===== src/rtl/ccff_chain_loader.sv =====
// ccff_chain_loader: serialises configuration words onto one CCFF chain.
//
// Words arrive on a valid/ready stream and are shifted out LSB first on
// ccff_head, with config_enable high for exactly CHAIN_LEN shift edges per
// load. Bits leaving the chain on ccff_tail are counted during the same
// shifts.
//
// Ports:
//   prog_clock     programming clock shared with the chain
//   prog_reset     asynchronous active-low reset
//   start          one-cycle load request, honoured only in idle
//   word_valid     word_data is valid
//   word_data      configuration word, bit 0 shifted first
//   word_ready     loader accepts word_data this cycle
//   config_enable  registered chain shift enable
//   ccff_head      registered serial bit into the chain
//   ccff_tail      serial bit leaving the chain
//   busy           load in progress
//   done           one-cycle pulse after the final shift
//   bit_count      shifts completed in the current/last load
//   readback_ones  ones sampled on ccff_tail during the load
module ccff_chain_loader #(
  parameter int unsigned CHAIN_LEN = 66,
  parameter int unsigned WORD_W    = 8,
  parameter int unsigned CNT_W     = $clog2(CHAIN_LEN + 1)
) (
  input  logic              prog_clock,
  input  logic              prog_reset,
  input  logic              start,
  input  logic              word_valid,
  input  logic [WORD_W-1:0] word_data,
  output logic              word_ready,
  output logic              config_enable,
  output logic              ccff_head,
  input  logic              ccff_tail,
  output logic              busy,
  output logic              done,
  output logic [CNT_W-1:0]  bit_count,
  output logic [CNT_W-1:0]  readback_ones
);

  localparam int unsigned      WbW      = $clog2(WORD_W + 1);
  localparam logic [CNT_W-1:0] LastIdx  = CNT_W'(CHAIN_LEN - 1);
  localparam logic [WbW-1:0]   WordBits = WbW'(WORD_W);

  typedef enum logic [1:0] {StIdle, StFetch, StShift, StDone} state_e;

  state_e            state_q, state_d;
  logic [WORD_W-1:0] shift_q, shift_d;
  logic [WbW-1:0]    word_bits_q, word_bits_d;
  logic [CNT_W-1:0]  bit_count_q, bit_count_d;
  logic [CNT_W-1:0]  ones_q, ones_d;
  logic              cfg_en_q, cfg_en_d;
  logic              head_q, head_d;
  logic              last_bit;

  assign last_bit = (word_bits_q == WbW'(1));

  always_comb begin
    state_d     = state_q;
    shift_d     = shift_q;
    word_bits_d = word_bits_q;
    bit_count_d = bit_count_q;
    ones_d      = ones_q;
    word_ready  = 1'b0;
    busy        = 1'b0;
    done        = 1'b0;
    unique case (state_q)
      StIdle: begin
        if (start) begin
          state_d     = StFetch;
          bit_count_d = '0;
          ones_d      = '0;
        end
      end
      StFetch: begin
        busy       = 1'b1;
        word_ready = 1'b1;
        if (word_valid) begin
          shift_d     = word_data;
          word_bits_d = WordBits;
          state_d     = StShift;
        end
      end
      StShift: begin
        busy        = 1'b1;
        // Accept the next word on the last bit so the stream stays gapless,
        // but never fetch a word the chain does not need.
        word_ready  = last_bit && (bit_count_q < LastIdx);
        shift_d     = shift_q >> 1;
        word_bits_d = word_bits_q - 1'b1;
        bit_count_d = bit_count_q + 1'b1;
        ones_d      = ones_q + CNT_W'(ccff_tail);
        if (bit_count_q == LastIdx) begin
          state_d = StDone;
        end else if (last_bit) begin
          if (word_valid) begin
            shift_d     = word_data;
            word_bits_d = WordBits;
          end else begin
            state_d = StFetch;
          end
        end
      end
      StDone: begin
        done    = 1'b1;
        state_d = StIdle;
      end
      default: state_d = StIdle;
    endcase

    // Enable and head are registered from next state so the chain sees them
    // aligned with the shift register contents.
    cfg_en_d = (state_d == StShift);
    head_d   = (state_d == StShift) ? shift_d[0] : 1'b0;
  end

  always_ff @(posedge prog_clock or negedge prog_reset) begin
    if (!prog_reset) begin
      state_q     <= StIdle;
      shift_q     <= '0;
      word_bits_q <= '0;
      bit_count_q <= '0;
      ones_q      <= '0;
      cfg_en_q    <= 1'b0;
      head_q      <= 1'b0;
    end else begin
      state_q     <= state_d;
      shift_q     <= shift_d;
      word_bits_q <= word_bits_d;
      bit_count_q <= bit_count_d;
      ones_q      <= ones_d;
      cfg_en_q    <= cfg_en_d;
      head_q      <= head_d;
    end
  end

  assign config_enable = cfg_en_q;
  assign ccff_head     = head_q;
  assign bit_count     = bit_count_q;
  assign readback_ones = ones_q;

endmodule


===== config.mk =====
export PLATFORM = sky130hd
export DESIGN_NAME = ccff_chain_loader
export DESIGN_NICKNAME = d
export VERILOG_FILES = /design/src/rtl/ccff_chain_loader.sv
export SDC_FILE = /design/constraint.sdc
export NUM_CORES = 1
export LEC_CHECK = 0
export ABC_AREA = 1
export CAP_MARGIN = 40
export CELL_PAD_IN_SITES_DETAIL_PLACEMENT = 2
export CELL_PAD_IN_SITES_GLOBAL_PLACEMENT = 2
export CORE_MARGIN = 1
export CORE_UTILIZATION = 39
export CTS_CLUSTER_DIAMETER = 30
export DETAILED_ROUTE_END_ITERATION = 12
export DONT_BUFFER_PORTS = 1
export PLACE_DENSITY_LB_ADDON = 0.05
export SYNTH_ARGS = -nofsm -noshare
export SYNTH_HDL_FRONTEND = slang
export SYNTH_SLANG_ARGS = --single-unit

===== constraint.sdc =====
create_clock -name prog_clock -period 2.95 [get_ports prog_clock]
set_input_delay 0.59 -clock prog_clock [delete_from_list [all_inputs] [get_ports prog_clock]]
set_output_delay 0.59 -clock prog_clock [all_outputs]
set_load 0.05 [all_outputs]

After elaboration in Yosys (flattened, before gate mapping)
Cells that the tools add are included.
{"block": "word_totals", "register_bits": 30, "input_bits": 13, "output_inout_bits": 19, "word_cells": 50}
{"block": "classes", "n_addsub": 3, "n_lt_le_gt_ge": 1, "n_eq_ne": 8, "n_mux": 23, "reduce_logical": 7}
{"cell": "8-bit 2-to-1 mux", "n": 4}
{"cell": "7-bit case mux with 2 select lines", "n": 2}
{"cell": "4-bit 2-to-1 mux", "n": 4}
{"cell": "8-bit case mux with 2 select lines", "n": 1}
{"cell": "2-bit 2-to-1 mux", "n": 5}
{"cell": "2-bit case mux with 4 select lines", "n": 1}
{"cell": "4-bit case mux with 2 select lines", "n": 1}
{"cell": "7-bit by 1-bit adder with 7-bit output", "n": 1}
{"cell": "7-bit by 1-bit adder with 7-bit output (second input constant)", "n": 1}
{"cell": "7-bit == test (second input constant)", "n": 1}
{"cell": "7-bit less-than comparator (second input constant)", "n": 1}
{"cell": "7-bit 2-to-1 mux", "n": 1}
{"cell": "2-bit == test (second input constant)", "n": 3}
{"cell": "4-bit by 1-bit == test with 1-bit output (second input constant)", "n": 1}
{"cell": "2-bit inequality test (second input constant)", "n": 2}
{"cell": "2-bit AND reduction", "n": 2}
{"cell": "2-bit nonzero test", "n": 2}
{"cell": "4-bit by 1-bit subtractor with 4-bit output (second input constant)", "n": 1}
{"cell": "1-bit 2-to-1 mux", "n": 3}
{"cell": "2-bit by 1-bit == test with 1-bit output (second input constant)", "n": 1}
{"cell": "2-bit zero test", "n": 1}
{"cell": "1-bit case mux with 2 select lines", "n": 1}
{"cell": "2-bit OR reduction", "n": 1}
{"cell": "1-bit logical AND", "n": 1}

Logic depth before layout (Yosys ltp)
{"block": "logic_depth", "ltp_word": 6, "mapped_depth": 11, "mapped_depth_nobuf": 11}

Least setup slack after synthesis
OpenSTA, ideal clock, no wires.
{"block": "synth_timing", "path_kind": "reg-to-output", "from": "reg state_q[0]", "to": "out word_ready", "arrival_time_ps": 2068, "slack_ps": 292, "path_stages_with_launch": 5, "n_path_buf": 0, "cell_sequence": "dfrtp_1 > inv_1 > ha_1 > inv_1 > a21oi_1"}
{"block": "synth_between", "elab_chain_cells": 2, "word_cells_on_any_way": 3}
{"item": "start, declared", "line": "48", "rtl": "state_e state_q, state_d;"}
{"item": "start signal, assigned", "line": "120", "rtl": "state_q <= StIdle;"}
{"item": "start signal, assigned", "line": "128", "rtl": "state_q <= state_d;"}
{"item": "2-bit == test / 2-bit by 1-bit == test with 1-bit output (equally long branches)", "line": "68", "rtl": "unique case (state_q)"}
{"item": "1-bit case mux with 2 select lines (*)", "line": "68"}
{"item": "end, declared", "line": "32", "rtl": "output logic word_ready,"}
Mark *: on every way between the ends. The rest lies on a longest branch, timed or not.

Worst setup path after layout
Same ends and word-level chain as after synthesis.

==> flow_summary.ini <==
[logic_synthesis]
ys.flop_type = dfrtp_1
synth_top_family_by_area = simple AND/OR/NAND/NOR gates
async_reset_ff_share_pct = 100.0
yosysSeqAreaShare_pct = 41.84
synth_top_area_share_pct = 41.84
syn_inst = 228
synth_area_leaders = dfrtp_1 (42%), nand2_1 (14%), ha_1 (7.0%)
avgSynthCellArea_um2 = 7.869
synth_xor_area_share_pct = 0.9763
syn-cell-area_um2 = 1794
muxShareOfSynthArea_pct = 0
synth_seq_cells = 30
synth_cell_types = 30
synthAdderAreaFrac_pct = 6.974
syn_nets = 251
yosys_warnings = 0
synth-edff-count = 0
yosysTopAreaCell = dfrtp_1
synth_simple_gate_area_share_pct = 34.38
synth-compound-area-share_pct = 8.089

[drt]
drc = 0
ant_nets = 0
vias_per_cell = 5.292
wl_per_cell_um = 16.63
wl_met3_um = 145
via_count = 1540
drtPass1Iterations = 3
wl_met1_mm = 2.157
drtIter0Drc = 59
totalWireLength_mm = 4.838
met2_length_mm = 2.436
highest_layer = met4

[timing]
finalSetupViolCount = 0
drv_slew = 0
rsz0062_at_grt = false
hold_viol = 0
slew_headroom_pct = 54.26
clock.fmax_mhz = 380.1
finalSetupTns_ns = 0
tightest_slew_ns = 0.6862
fin_skew_ns = 0.007083
finalCritPeriodShare_pct = 89.18
fin_crit_ns = 2.631

[critical_path]
rr_endpoint = readback_ones[4]
endpoint_kind = primary output
crit_type = reg2out
cp_num_buf_inv = 2
crit_path_start_kind = flop
cp_max_fo = 16
r2r_setup_slack_ns = 0.64
path_cells = inv_1 > ha_1 > nand4_1 > a21oi_1 > buf_4
slowest_stage = ha_1
r2r-start = state_q[0]
cp.required_ns = 2.36
crit_family = adder cells
reg2reg_depth = 9
max_stage_delay_ns = 0.61
arrival_ns = 2.04

[floorplan]
die_w_um = 69.83
num_rows = 24
start_util_pct = 40.92
core_area_um2 = 4384
die_h_um = 69.83
dieArea_um2 = 4876
io_pins = 32

[clock_network]
cts_tree = done
insertion_delay_ns = 0.28
ctsRootBufferMaster = clkbuf_8
path_clk_slew_ns = 0.07
clockBufferDepth = 2
cts_htree_levels = 2
numClockSinks = 30
cts_buffers = 5
cts-resized-gates = 0

[global_routing]
antenna_found_initial = 0
grt_pass1_wl_mm = 8.431
track_usage_pct = 22.18
grt_pass1_vias = 1768
grt_overflow_total = 0
grt_max_degree = 31

[run]
cap_viol_max_count = 0

[finish]
fill_cells = 520
final_cells = 291
nets = 261
seqCellArea_um2 = 750.7
n_antenna_cell = 0
design_area_um2 = 1989
area_growth_pct = 10.88
multi_input_area_um2 = 904.6
drive_gt1_share_pct = 15.48

[status]
status = finished clean

[place]
port_buffers = 0
hpwl_mm = 3.755
dp.cells = 282
place_area_um2 = 1874
gp_congestion = 0.7768

[hold_path]
min_path_type = in2async

[power_and_ir_drop]
finalPower_mw = 2.008
powerDensity_nw_per_um2 = 1009
leakagePower_nw = 1.059
peakVddDrop_mv = 0.3916
## routing by layer
metal  GRT usage [%]  vias to the layer above
met1           26.99                      753
met3           5.233                       12
met4           6.667                        0
li1                -                      744
met5               0                        -
met2           38.68                       31
## registers in the layout, summed over array words and instances, names as in the netlist
signal	cells
config_enable	1
bit_count	7
shift_q	8
state_q	2
ccff_head	1
word_bits_q	4
readback_ones	7
## how the worst max path moves through the flow
stage	start	endpoint	slack, ns	depth (start not counted)
2_1_floorplan	state_q[0]	word_ready	0.29	4
3_3_place_gp	bit_count[4]	word_ready	0.66	6
3_5_place_dp	state_q[0]	word_ready	0.59	5
4_1_cts	state_q[0]	word_ready	0.27	5
5_1_grt	state_q[0]	word_ready	0.15	5
6_report	state_q[0]	word_ready	0.32	5
## worst reg2reg max path, cell delays in order, from the launching register on
cell and delay, ns:
dfrtp_1 0.42, inv_1 0.12, ha_1 0.61, nand2_1 0.20, nand2_2 0.29, nand2_1 0.10, nor2_1 0.15, nand2_1 0.10
o21ai_1 0.16, a21oi_1 0.05
## through the flow
| stage | setup WS (ns) | utilization (%) | hold WS, ns |
|---|---|---|---|
| 2_1_floorplan | 0.2916 | - | 0.2944 |
| 3_3_place_gp | 0.6634 | 42.75 | 0.2951 |
| 3_5_place_dp | 0.5857 | 42.75 | 0.2955 |
| 4_1_cts | 0.2702 | 45.38 | 0.1224 |
| 5_1_grt | 0.1528 | 45.38 | 0.1135 |
| 6_report | 0.3191 | 45.38 | 0.1204 |
## kinds of logic (layout without fill, tap and decap cells)
logic type | count (synthesis) | after routing
xor gates and xnor gates | 2 | 2
adders and majority gates | 10 | 10
buffers and inverters | 34 | 45
AOI/OAI and AO/OA | 25 | 25
DFF | 30 | 30
and+or+nand+nor | 127 | 127
## cells in the mapped netlist, drive strengths merged (2+ instances only)
cell type,number
a21oi,13
buf,2
dfrtp,30
ha,10
inv,31
nand2,73
nand3,22
nand4,3
nor2,21
nor3,4
o21ai,8
o22ai,2
or2,2
xor2,2
## cell type report
class,count,share of cell area [%]
Clock buffer,6,4.151
Tap cell,52,3.270
Sequential cell,30,37.74
Multi-Input combinational cell,164,45.47
Timing Repair Buffer,6,2.893
Inverter,31,5.849
Clock inverter,2,0.6289
## repair_timing
action,4_1_cts,5_1_grt
hold buffers,1,0
endpoints found under the hold margin,30,0
buffers inserted,0,0
## layout by cell type (no fill, tap or decap), types with 2 or more instances in the layout
master	Yosys	final
o21ai_0	5	5
nor3_1	4	4
nand2_4	2	2
dfrtp_1	30	30
ha_1	10	10
nand3_1	19	19
or2_2	2	2
clkbuf_8	0	6
o22ai_1	2	2
nand2_2	6	6
nor2_2	5	5
a21oi_1	13	13
o21ai_1	2	2
inv_1	29	29
nand3_2	2	2
nand4_1	3	3
xor2_1	2	2
buf_4	1	5
inv_2	2	2
nand2_1	65	65
nor2_1	14	14
## power breakdown
group	internal [mW]	leakage (nW)	total [mW]	switching, mW
clock	0.187	0.0472	0.348	0.161
sequential	0.515	0.402	0.691	0.176
combinational	0.280	0.610	0.969	0.689
total	0.982	1.06	2.01	1.03
(Power assumes the default switching activity.)
